`src/rtl/pipe_pkg.sv`:
```
// Shared definitions for the pipeline boundary registers: NOP encoding, flush
// opcodes, control-bundle field layout and the slot load/hold select.
package pipe_pkg;

    localparam int          NOP_INSTR_W = 16;
    localparam logic [15:0] NOP_INSTR   = 16'h0800;

    // Opcode field of the 16-bit instruction word.
    localparam int         OPCODE_LSB = 11;
    localparam int         OPCODE_W   = 5;
    localparam logic [4:0] OP_SIIC    = 5'b00010;
    localparam logic [4:0] OP_RTI     = 5'b00011;

    // Control-bundle layout; every stage packs and unpacks with these offsets.
    localparam int CTRL_BASE_W      = 16;
    localparam int CTRL_ALU_OP_LSB  = 0;
    localparam int CTRL_ALU_OP_W    = 4;
    localparam int CTRL_DEST_LSB    = 4;
    localparam int CTRL_DEST_W      = 2;
    localparam int CTRL_REG_WE_BIT  = 6;
    localparam int CTRL_MEM_WE_BIT  = 7;
    localparam int CTRL_MEM_RE_BIT  = 8;
    localparam int CTRL_HALT_BIT    = 9;
    localparam int CTRL_LINK_BIT    = 10;

    localparam logic [CTRL_BASE_W-1:0] CTRL_SIDE_EFFECT_MASK =
        (CTRL_BASE_W'(1) << CTRL_REG_WE_BIT) |
        (CTRL_BASE_W'(1) << CTRL_MEM_WE_BIT) |
        (CTRL_BASE_W'(1) << CTRL_HALT_BIT);

    typedef enum logic [1:0] {
        SLOT_HOLD = 2'd0,
        SLOT_LOAD = 2'd1,
        SLOT_NOP  = 2'd2
    } slot_op_e;

    function automatic logic is_flush_opcode(input logic [OPCODE_W-1:0] op);
        return (op == OP_SIIC) || (op == OP_RTI);
    endfunction

    function automatic logic ctrl_has_side_effect(input logic [CTRL_BASE_W-1:0] c);
        return |(c & CTRL_SIDE_EFFECT_MASK);
    endfunction

endpackage

```
`src/rtl/pipe_slot.sv`:
```
// One instruction slot: instruction, control, payload and valid flag, with a
// load / hold / NOP-load select. A NOP load keeps the payload unchanged.
module pipe_slot
    import pipe_pkg::*;
#(
    parameter int                  INSTR_W    = 16,
    parameter int                  CTRL_W     = 16,
    parameter int                  DATA_W     = 64,
    parameter logic [INSTR_W-1:0]  NOP_WORD   = INSTR_W'(NOP_INSTR),
    parameter logic [CTRL_W-1:0]   NOP_BUNDLE = '0
) (
    input  logic               clk,
    input  logic               rst,
    input  slot_op_e           op,
    input  logic [INSTR_W-1:0] ld_instr,
    input  logic [CTRL_W-1:0]  ld_ctrl,
    input  logic [DATA_W-1:0]  ld_data,
    output logic               valid,
    output logic [INSTR_W-1:0] instr,
    output logic [CTRL_W-1:0]  ctrl,
    output logic [DATA_W-1:0]  data
);

    always_ff @(posedge clk) begin
        if (rst) begin
            valid <= 1'b0;
            instr <= NOP_WORD;
            ctrl  <= NOP_BUNDLE;
            data  <= '0;
        end else begin
            case (op)
                SLOT_LOAD: begin
                    valid <= 1'b1;
                    instr <= ld_instr;
                    ctrl  <= ld_ctrl;
                    data  <= ld_data;
                end
                SLOT_NOP: begin
                    valid <= 1'b0;
                    instr <= NOP_WORD;
                    ctrl  <= NOP_BUNDLE;
                end
                default: begin
                    valid <= valid;
                    instr <= instr;
                    ctrl  <= ctrl;
                    data  <= data;
                end
            endcase
        end
    end

endmodule

```
`src/rtl/pipe_stage_reg.sv`:
```
// Pipeline boundary register with valid/ready handshake, bubble and flush.
// Define PIPE_SKID_EN to add one skid entry and register the in_ready path.
module pipe_stage_reg #(
    parameter int                 INSTR_W   = 16,
    parameter int                 CTRL_W    = 16,
    parameter int                 DATA_W    = 64,
    parameter logic [INSTR_W-1:0] NOP_INSTR = INSTR_W'(pipe_pkg::NOP_INSTR),
    parameter logic [CTRL_W-1:0]  NOP_CTRL  = {CTRL_W{1'b0}}
) (
    input  logic               clk,
    input  logic               rst,
    input  logic               in_valid,
    output logic               in_ready,
    input  logic [INSTR_W-1:0] in_instr,
    input  logic [CTRL_W-1:0]  in_ctrl,
    input  logic [DATA_W-1:0]  in_data,
    input  logic               bubble,
    input  logic               flush,
    output logic               out_valid,
    input  logic               out_ready,
    output logic [INSTR_W-1:0] out_instr,
    output logic [CTRL_W-1:0]  out_ctrl,
    output logic [DATA_W-1:0]  out_data
);

    import pipe_pkg::*;

    logic               advance;
    logic               accept;
    slot_op_e           out_op;
    logic [INSTR_W-1:0] out_src_instr;
    logic [CTRL_W-1:0]  out_src_ctrl;
    logic [DATA_W-1:0]  out_src_data;

    assign advance = ~out_valid | out_ready;
    assign accept  = in_valid & in_ready;

`ifdef PIPE_SKID_EN
    logic               skid_valid;
    logic [INSTR_W-1:0] skid_instr;
    logic [CTRL_W-1:0]  skid_ctrl;
    logic [DATA_W-1:0]  skid_data;
    slot_op_e           skid_op;

    // in_ready only looks at registered skid occupancy, never at out_ready.
    assign in_ready = ~skid_valid & ~bubble & ~flush & ~rst;

    // The skid entry always reaches the output before any newer instruction;
    // a bubble sends a NOP and leaves a waiting skid entry where it is.
    always_comb begin
        out_op        = SLOT_HOLD;
        skid_op       = SLOT_HOLD;
        out_src_instr = in_instr;
        out_src_ctrl  = in_ctrl;
        out_src_data  = in_data;
        if (flush) begin
            out_op  = SLOT_NOP;
            skid_op = SLOT_NOP;
        end else if (advance) begin
            if (bubble) begin
                out_op = SLOT_NOP;
            end else if (skid_valid) begin
                out_op        = SLOT_LOAD;
                out_src_instr = skid_instr;
                out_src_ctrl  = skid_ctrl;
                out_src_data  = skid_data;
                skid_op       = accept ? SLOT_LOAD : SLOT_NOP;
            end else if (accept) begin
                out_op = SLOT_LOAD;
            end else begin
                out_op = SLOT_NOP;
            end
        end else if (accept) begin
            skid_op = SLOT_LOAD;
        end
    end

    pipe_slot #(
        .INSTR_W    (INSTR_W),
        .CTRL_W     (CTRL_W),
        .DATA_W     (DATA_W),
        .NOP_WORD   (NOP_INSTR),
        .NOP_BUNDLE (NOP_CTRL)
    ) u_skid_slot (
        .clk      (clk),
        .rst      (rst),
        .op       (skid_op),
        .ld_instr (in_instr),
        .ld_ctrl  (in_ctrl),
        .ld_data  (in_data),
        .valid    (skid_valid),
        .instr    (skid_instr),
        .ctrl     (skid_ctrl),
        .data     (skid_data)
    );
`else
    assign in_ready = advance & ~bubble & ~flush & ~rst;

    // A stalled output (valid, not consumed) holds; otherwise it takes the
    // accepted instruction or falls back to a NOP.
    always_comb begin
        out_op        = SLOT_HOLD;
        out_src_instr = in_instr;
        out_src_ctrl  = in_ctrl;
        out_src_data  = in_data;
        if (flush) begin
            out_op = SLOT_NOP;
        end else if (advance) begin
            out_op = accept ? SLOT_LOAD : SLOT_NOP;
        end
    end
`endif

    pipe_slot #(
        .INSTR_W    (INSTR_W),
        .CTRL_W     (CTRL_W),
        .DATA_W     (DATA_W),
        .NOP_WORD   (NOP_INSTR),
        .NOP_BUNDLE (NOP_CTRL)
    ) u_out_slot (
        .clk      (clk),
        .rst      (rst),
        .op       (out_op),
        .ld_instr (out_src_instr),
        .ld_ctrl  (out_src_ctrl),
        .ld_data  (out_src_data),
        .valid    (out_valid),
        .instr    (out_instr),
        .ctrl     (out_ctrl),
        .data     (out_data)
    );

endmodule

```
`config.mk`:
```
export PLATFORM = sky130hd
export DESIGN_NAME = pipe_stage_reg
export DESIGN_NICKNAME = d
export VERILOG_FILES = /design/src/rtl/pipe_pkg.sv /design/src/rtl/pipe_slot.sv /design/src/rtl/pipe_stage_reg.sv
export SDC_FILE = /design/constraint.sdc
export NUM_CORES = 1
export LEC_CHECK = 0
export ABC_AREA = 1
export BUFFER_PORTS_ARGS = -buffer_cell sky130_fd_sc_hd__buf_4
export CORE_ASPECT_RATIO = 2
export CORE_MARGIN = 2
export CORE_UTILIZATION = 47
export DETAILED_ROUTE_END_ITERATION = 10
export PLACE_DENSITY = 0.93
export SYNTH_ARGS = -nofsm -noshare
export SYNTH_HDL_FRONTEND = slang
export SYNTH_HIERARCHICAL = 1
export SYNTH_SLANG_ARGS = --single-unit
```
`constraint.sdc`:
```
create_clock -name clk -period 3.5 [get_ports clk]
set_clock_uncertainty 0.15 [all_clocks]
set_input_delay 0 -clock clk [delete_from_list [all_inputs] [get_ports clk]]
set_output_delay 0 -clock clk [all_outputs]
set_load 0.01 [all_outputs]
```
# After elaboration in Yosys (flattened, before gate mapping)
# Index checks and enable logic that the tools add are counted.
# Widths: inputs -> output; s select.
[totals]
regBits = 97
inputBits = 102
out_inout_bits = 98
elab_cells = 22
[op_classes]
eq_ne = 2
muxes = 6
bitwise_logic = 9
n_reduce_logical = 1
[ops]
columns = ["cell", "count"]
rows = [
  ["$pmux 16 s2", 2],
  ["$mux 2", 3],
  ["$and 1x1->1", 4],
  ["$not 1->1", 4],
  ["$eq 2x1->1 const B", 1],
  ["$eq 2x2->1 const B", 1],
  ["$pmux 1 s2", 1],
  ["$reduce_bool 2->1", 1],
  ["$or 1x1->1", 1],
]

# Longest topological paths before layout
# Gate-level depths: netlist (run 1).
[depth]
depth_word = 11
depth_mapped = 11
ltp_nobuf = 9

# Modules after synthesis
# Netlist (run 1), hierarchy kept.
[modules_own_cells]
columns = ["mod", "n_inst", "cells_each", "area_per_inst_um2", "seq_area_each_um2"]
rows = [
  ["pipe_slot", 1, 427, 3470.8, 1941.9],
  ["pipe_stage_reg", 1, 11, 46.3, 0.0],
]

# Least setup slack after synthesis (run 1)
# Ideal clock, no wire load.
[synth_timing]
kind = "register to register"
from = "register u_out_slot.valid"
to = "register u_out_slot.instr[0]"
setup_ns = 0.070
arrival_ns = 1.576
required_ns = 3.280
path_slack_ns = 1.704
stages_incl_launch_ff = 11
n_path_buf = 2
synth_period_minus_slack_ns = 1.796
path_cell_list = "dfxtp_1 > inv_1 > nor2_1 > o21bai_1 > nand2_1 > ha_1 > buf_6 > nor2_8 > buf_6 > nand2_1 > a21oi_1"
[synth_via]
elab_chain_cells = 11
elab_cells_between_ends = 13
classes_between = "eq/ne: 2; mux: 4; bitwise: 6; reduce/logical: 1"
[synth_lines]
columns = ["element", "line_no", "source"]
rows = [
  ["start, declared", "pipe_slot.sv:18", "output logic valid,"],
  ["start signal, assigned", "pipe_slot.sv:44", "valid <= valid;"],
  ["$not 1->1 *", "pipe_stage_reg.sv:35", "assign advance = ~out_valid | out_ready;"],
  ["$or 1x1->1 *", "pipe_stage_reg.sv:35", ""],
  ["$and 1x1->1 (3 in series)", "pipe_stage_reg.sv:97", "assign in_ready = advance & ~bubble & ~flush & ~rst;"],
  ["$and 1x1->1", "pipe_stage_reg.sv:36", "assign accept = in_valid & in_ready;"],
  ["$mux 2", "pipe_stage_reg.sv:109", "out_op = accept ? SLOT_LOAD : SLOT_NOP;"],
  ["$mux 2 *", "pipe_stage_reg.sv:108", "end else if (advance) begin"],
  ["$mux 2 *", "pipe_stage_reg.sv:106", "if (flush) begin"],
  ["named net out_op[1]", "pipe_stage_reg.sv:30", "slot_op_e out_op;"],
  ["$eq 2x2->1 / $eq 2x1->1 (equally long branches)", "pipe_slot.sv:31", "case (op)"],
  ["$pmux 16 s2 / $reduce_bool 2->1 (equally long branches)", "n/a", ""],
  ["end signal, assigned", "pipe_slot.sv:34", "instr <= ld_instr;"],
  ["end signal, assigned", "pipe_slot.sv:45", "instr <= instr;"],
  ["end, declared", "pipe_slot.sv:19", "output logic [INSTR_W-1:0] instr,"],
]
# The timed path passes the listed nets; every way through them passes the cells marked *.
# A chain may end at the register's enable or synchronous reset.

# Worst setup path after layout (run 1)
[layout_timing]
from = "input port rst"
to = "register u_out_slot.instr[1]"
[layout_via]
elab_chain_cells = 8
elab_cells_between_ends = 10
classes_between = "eq/ne: 2; mux: 4; bitwise: 3; reduce/logical: 1"
[layout_lines]
columns = ["element", "line_no", "source"]
rows = [
  ["start, declared", "pipe_stage_reg.sv:11", "input logic rst,"],
  ["$not 1->1 *", "pipe_stage_reg.sv:97", ""],
  ["$and 1x1->1 *", "pipe_stage_reg.sv:97", ""],
  ["$and 1x1->1 *", "pipe_stage_reg.sv:36", ""],
  ["$mux 2 *", "pipe_stage_reg.sv:109", ""],
  ["$mux 2 *", "pipe_stage_reg.sv:108", ""],
  ["$mux 2 *", "pipe_stage_reg.sv:106", ""],
  ["named net out_op[0]", "pipe_stage_reg.sv:30", ""],
  ["$eq 2x2->1 / $eq 2x1->1 (equally long branches)", "pipe_slot.sv:31", ""],
  ["$pmux 16 s2 / $reduce_bool 2->1 (equally long branches)", "n/a", ""],
]
# Marks and branches as above.

==> flow_metrics.tcl, run 1 <==
set metrics [dict create \
    dieArea_um2 8230 \
    ys_seq_area_share_pct 55.2 \
    yosys.area_share.simple_pct 22.0 \
    setup-violations-final 0 \
    synth_cell_type_count 19 \
    ant_nets 0 \
    cpPeakStageDelay_ns 0.63 \
    final_layout_size_suffix_gt1_share_pct 29.4 \
    diodes 0 \
    setup_tns_ns 0 \
    clockBufferDepth 2 \
    switchingPower_mw 0.511 \
    die-width_um 65.2 \
    maxCapViolations 0 \
    fp.coreArea_um2 7270 \
    wl_um 15500 \
    place_ws_ns 1.16 \
    antenna_found_initial 0 \
    syn2layout_area_growth_pct 86.7 \
    fp.dieH_um 126 \
    pwr-share-seq_pct 43.0 \
    h-tree-depth 3 \
    numCtsBuffers 9 \
    setup_slack_ns 0.355 \
    final_area_um2 6570 \
    start_util_pct 48.4 \
    combPwrFrac_pct 10.5 \
    hold_viol_final 0 \
    power_frac_clock_pct 46.5 \
    cts_tree "yes" \
    hpwl_um 7550 \
    grt-ovfl-total 0 \
    arrival_ns 3.25 \
    synth-compound-area-share_pct 14.1 \
    muxShareOfSynthArea_pct 0 \
    num_io_pins 200 \
    synth_adder_area_share_pct 1.07 \
    leakage_nw 3.20 \
    insertion_delay_ns 0.32 \
    vias 4488 \
    finalMaxSlewViolations 0 \
    syn_area_per_cell_um2 8.03 \
    rsz0062_at_grt "false" \
    synth_nets 543 \
    synthXorXnorAreaFrac_pct 0 \
    track_usage_pct 37.2 \
    place_area_um2 4910 \
    synthCells 438 \
    crit_chain "dlygate4sd3_1, buf_4, nor2_1, nand2_1, nor3_1, inv_1, ha_1, buf_4, nand2_1, a21oi_1, dlygate4sd3_1" \
    slowest_stage "dlygate4sd3_1" \
    critical_path_buf_inv_count 5 \
    synth_area_um2 3520 \
    max_slew.worst_pin.slew_ns 0.888 \
    start_kind "primary input" \
    nets 852 \
    power_density_nw_per_um2 397 \
    clk_pin_slew_ns 0.07 \
    crit_fanout 34 \
    portBuffers 199 \
    yosys_warnings 6 \
    cp.required_ns 3.61 \
    status "completed" \
    drt_pre_antenna_iters 5 \
    rows 44 \
    critPathTopFamily "buffers and inverters" \
    synth_top_family_by_area "simple AND/OR/NAND/NOR gates" \
    grt_max_degree 66 \
    fmax_mhz 318 \
    drt_drc_violations_left 0 \
    ys_seq_elements 97 \
    grt_pass1_wl_um 23500 \
    grt_pass1_vias 4753 \
    min_period_over_period_pct 89.9 \
    post-route-util_pct 90.4 \
    holdCritPathClass "primary input to primary output" \
    cts_root_buffer "clkbuf_16" \
    gp_congestion 0.814 \
    intPower_mw 2.10 \
    critPathCaptureType "flip-flop" \
    wl_per_cell_um 18.3 \
    ir_drop_mv 0.343 \
    p_sw_share_pct 19.6 \
    worst-setup-path-type "primary input to flip-flop" \
    layout_min_cycle_time_ns 3.15 \
    drt_iter0_markers 455 \
    routed_via_density 5.32 \
    cts.sinks 97 \
    slew_headroom_pct 40.7 \
]
[metal layers]
metal	vias to the layer above	part of all wire, %	track usage [%]
li1	2010	-	-
met1	2067	34	38.0
met2	319	52	65.4
met3	92	7.3	8.33
met4	0	7.1	24.6
met5	-	0	0
[kinds of logic after synthesis]
kind of cell             count (synthesis)
AND/OR/NAND/NOR                        201
AO/OA/AOI/OAI                           98
flip-flops                              97
buffers and inverters                   39
adder cells (fa/ha/maj)                  3
[final timing paths]
check	depth (start not counted)	endpoint	slack, ns	startpoint
setup / recovery	11	u_out_slot/instr[1]	0.35	rst
hold / removal	4	in_ready	0.24	out_ready
setup reg to reg	9	u_out_slot/instr[1]	0.57	u_out_slot/valid
hold reg to reg	2	u_out_slot/instr[11]	0.35	u_out_slot/instr[11]
[layout make-up]
type / count / area (µm²)
Tap cell: 92 / 115
Multi-Input combinational cell: 302 / 1310
Fill cell: 274 / 701
Sequential cell: 97 / 1940
Inverter: 8 / 32.5
Clock buffer: 11 / 253
Timing Repair Buffer: 329 / 2790
Clock inverter: 5 / 125
[flip-flops by register name (all words and copies together) (netlist names)]
register,flops
u_out_slot/valid,1
u_out_slot/instr,16
u_out_slot/ctrl,16
u_out_slot/data,64
[cell usage in the layout (no fill, tap or decap), drive strengths merged]
cell,instances
a21oi,32
buf,201
bufinv,4
clkbuf,11
clkinv,1
dfxtp,97
dlygate4sd3,128
ha,3
inv,8
nand2,65
nand3,1
nor2,134
nor3,1
o21ai,64
o21bai,2
[per-stage QoR]
step                      std cells  power [mW]  hold WS, ns
after floorplan                 438        1.20      -0.0281
after global placement          700        1.30       0.0625
after detailed placement        700        1.30       0.0722
after CTS                       844        2.60        0.138
after global routing            844        2.66        0.306
final                           844        2.61        0.237
[power groups by stage]
stage	combinational (mW)	sequential, mW	clock [mW]
after floorplan	0.0550	1.15	0
after global placement	0.157	1.14	0
after detailed placement	0.160	1.14	0
after CTS	0.257	1.12	1.22
after global routing	0.288	1.12	1.25
final	0.274	1.12	1.21
[cells in the mapped netlist]
cell      number  area, µm²
nand3_1        1       5.00
clkbuf_2       5       25.0
ha_1           3       37.5
inv_2          1       3.75
clkbuf_1       4       15.0
nand2_1       65        244
dfxtp_1       97       1940
buf_4          7       52.6
o21ai_0       39        195
nor3_1         1       5.00
nor2_1       133        499
buf_2          4       20.0
inv_4          1       6.26
o21bai_1       2       15.0
buf_6         11        124
nor2_8         1       20.0
inv_1          6       22.5
o21ai_1       25        125
a21oi_1       32        160
[tightest hold or removal path: stages]
cell,delay [ns]
buf_4,0.08
nor2_1,0.07
nor2_1,0.10
buf_4,0.13
[repair_timing]
item                                   4_1_cts  5_1_grt
hold buffers                               128        0
resized for setup                            0        0
setup endpoints to repair                    0        0
endpoints found under the hold margin       97        0
buffers inserted                             0        0
Power figures use the tool's default switching activity.
==> run 2, diff against run 1 <==
Settings changed: CORE_MARGIN 2 to 5, SETUP_SLACK_MARGIN set to 0.5.
==> flow_metrics.tcl, run 2 (same netlist as run 1, synthesis figures left out) <==
set metrics [dict create \
    ir_drop_mv 0.300 \
    fp.dieH_um 132 \
    status "completed" \
    syn2layout_area_growth_pct 85.0 \
    start_kind "flip-flop" \
    postCtsSetupBuffers 0 \
    post-route-util_pct 89.5 \
    dp.cells 700 \
    final_cell_mix "201 x buf_4, 133 x nor2_1, 128 x dlygate4sd3_1" \
    worst-setup-path-type "flip-flop to flip-flop" \
    critPathCaptureType "flip-flop" \
    grt_pass1_wl_um 24700 \
    setup-violations-final 0 \
    hpwl_um 8110 \
    setup_tns_ns 0 \
    grt-ovfl-total 0 \
    largest-register "u_out_slot/data" \
    wl_per_cell_um 19.1 \
    insertion_delay_ns 0.33 \
    n_fill_cell 292 \
    num_io_pins 200 \
    layout_min_cycle_time_ns 2.87 \
    power_density_nw_per_um2 365 \
    die-width_um 71.2 \
    grt_pass1_vias 4865 \
    rsz0062_at_grt "false" \
    largestRegisters "u_out_slot/data x64, u_out_slot/ctrl x16, u_out_slot/instr x16" \
    drt_pre_antenna_iters 7 \
    rows 44 \
    leakage_nw 3.16 \
    clk_pin_slew_ns 0.06 \
    cts_tree "yes" \
    maxCapViolations 0 \
    vias 4526 \
    crit_fanout 21 \
    antenna_found_initial 1 \
    track_usage_pct 33.4 \
    numCtsBuffers 9 \
    cts.sinks 97 \
    h-tree-depth 3 \
    cp.required_ns 3.62 \
    routed_via_density 5.35 \
    clockBufferDepth 2 \
    worstHoldPathCells 4 \
    largest_reg_flops 64 \
    start_util_pct 48.4 \
    fmax_mhz 348 \
    wl_um 16200 \
    min_period_over_period_pct 82.1 \
    grt_max_degree 66 \
    holdCritPathClass "primary input to flip-flop" \
    ant_nets 0 \
    drt_drc_violations_left 0 \
    reg2reg_depth 9 \
    dieArea_um2 9420 \
    arrival_ns 3.00 \
    slew_headroom_pct 40.2 \
    final_layout_size_suffix_gt1_share_pct 29.2 \
    cts_root_buffer "clkbuf_16" \
    gp_congestion 0.793 \
    final_cells 846 \
    hold_viol_final 0 \
    fp.coreArea_um2 7270 \
    nets 853 \
    drt_iter0_markers 366 \
    portBuffers 199 \
    max_slew.worst_pin.slew_ns 0.896 \
    finalMaxSlewViolations 0 \
    final_common_cell "buf_4" \
]
## run 2: power breakdown
group	internal, mW	switching [mW]
clock	0.572	0.398
sequential	1.11	0.00803
combinational	0.176	0.103
total	1.86	0.509
## run 2: repair_timing
| item | in CTS | in global routing |
|---|---|---|
| gates resized for setup | 0 | 2 |
| setup endpoints to repair | 0 | 31 |
| hold buffers | 128 | 0 |
| hold endpoints to repair | 97 | 0 |
## run 2: per-layer routing
metal  routed length (µm)  up-vias  global-route usage (%)
met1                 5240     2061                    33.8
met3                 1520       99                    8.93
met4                 1120        0                    22.6
li1                     -     2010                       -
met5                    0        -                       0
met2                 8280      356                    57.8
## run 2: through the flow
stage,power (mW),hold WS (ns),worst slack (ns),area (µm²)
after floorplan,1.20,-0.0281,1.70,3520
after global placement,1.30,0.0558,1.22,4910
after detailed placement,1.31,0.0811,1.10,4910
after CTS,2.35,0.165,0.596,6480
after global routing,2.44,0.307,0.480,6500
final,2.37,0.282,0.627,6500
## run 2: path summary, 6_finish.rpt
| kind | startpoint | endpoint | slack [ns] |
|---|---|---|---|
| worst max-delay path | u_out_slot/valid | u_out_slot/ctrl[0] | 0.63 |
| worst min-delay path | in_data[61] | u_out_slot/data[61] | 0.28 |
| worst max register to register | u_out_slot/valid | u_out_slot/ctrl[0] | 0.63 |
| worst min register to register | u_out_slot/data[5] | u_out_slot/data[5] | 0.34 |
## run 2: final cells by class
cell class / count / area (µm²) / share of cell area (%)
Clock inverter: 3 / 40.0 / 0.616
Antenna cell: 1 / 2.50 / 0.0385
Multi-Input combinational cell: 303 / 1330 / 20.5
Clock buffer: 13 / 250 / 3.85
Timing Repair Buffer: 329 / 2790 / 42.9
Sequential cell: 97 / 1940 / 29.9
Inverter: 8 / 32.5 / 0.500
Tap cell: 92 / 115 / 1.77
## run 2: worst max-delay path: stages, from the launching register on
cell	delay [ns]
dfxtp_1	0.40
inv_1	0.06
nor2_1	0.19
o21bai_1	0.16
nand2_1	0.18
ha_4	0.49
buf_4	0.28
nand2_1	0.09
a21oi_1	0.21
dlygate4sd3_1	0.58
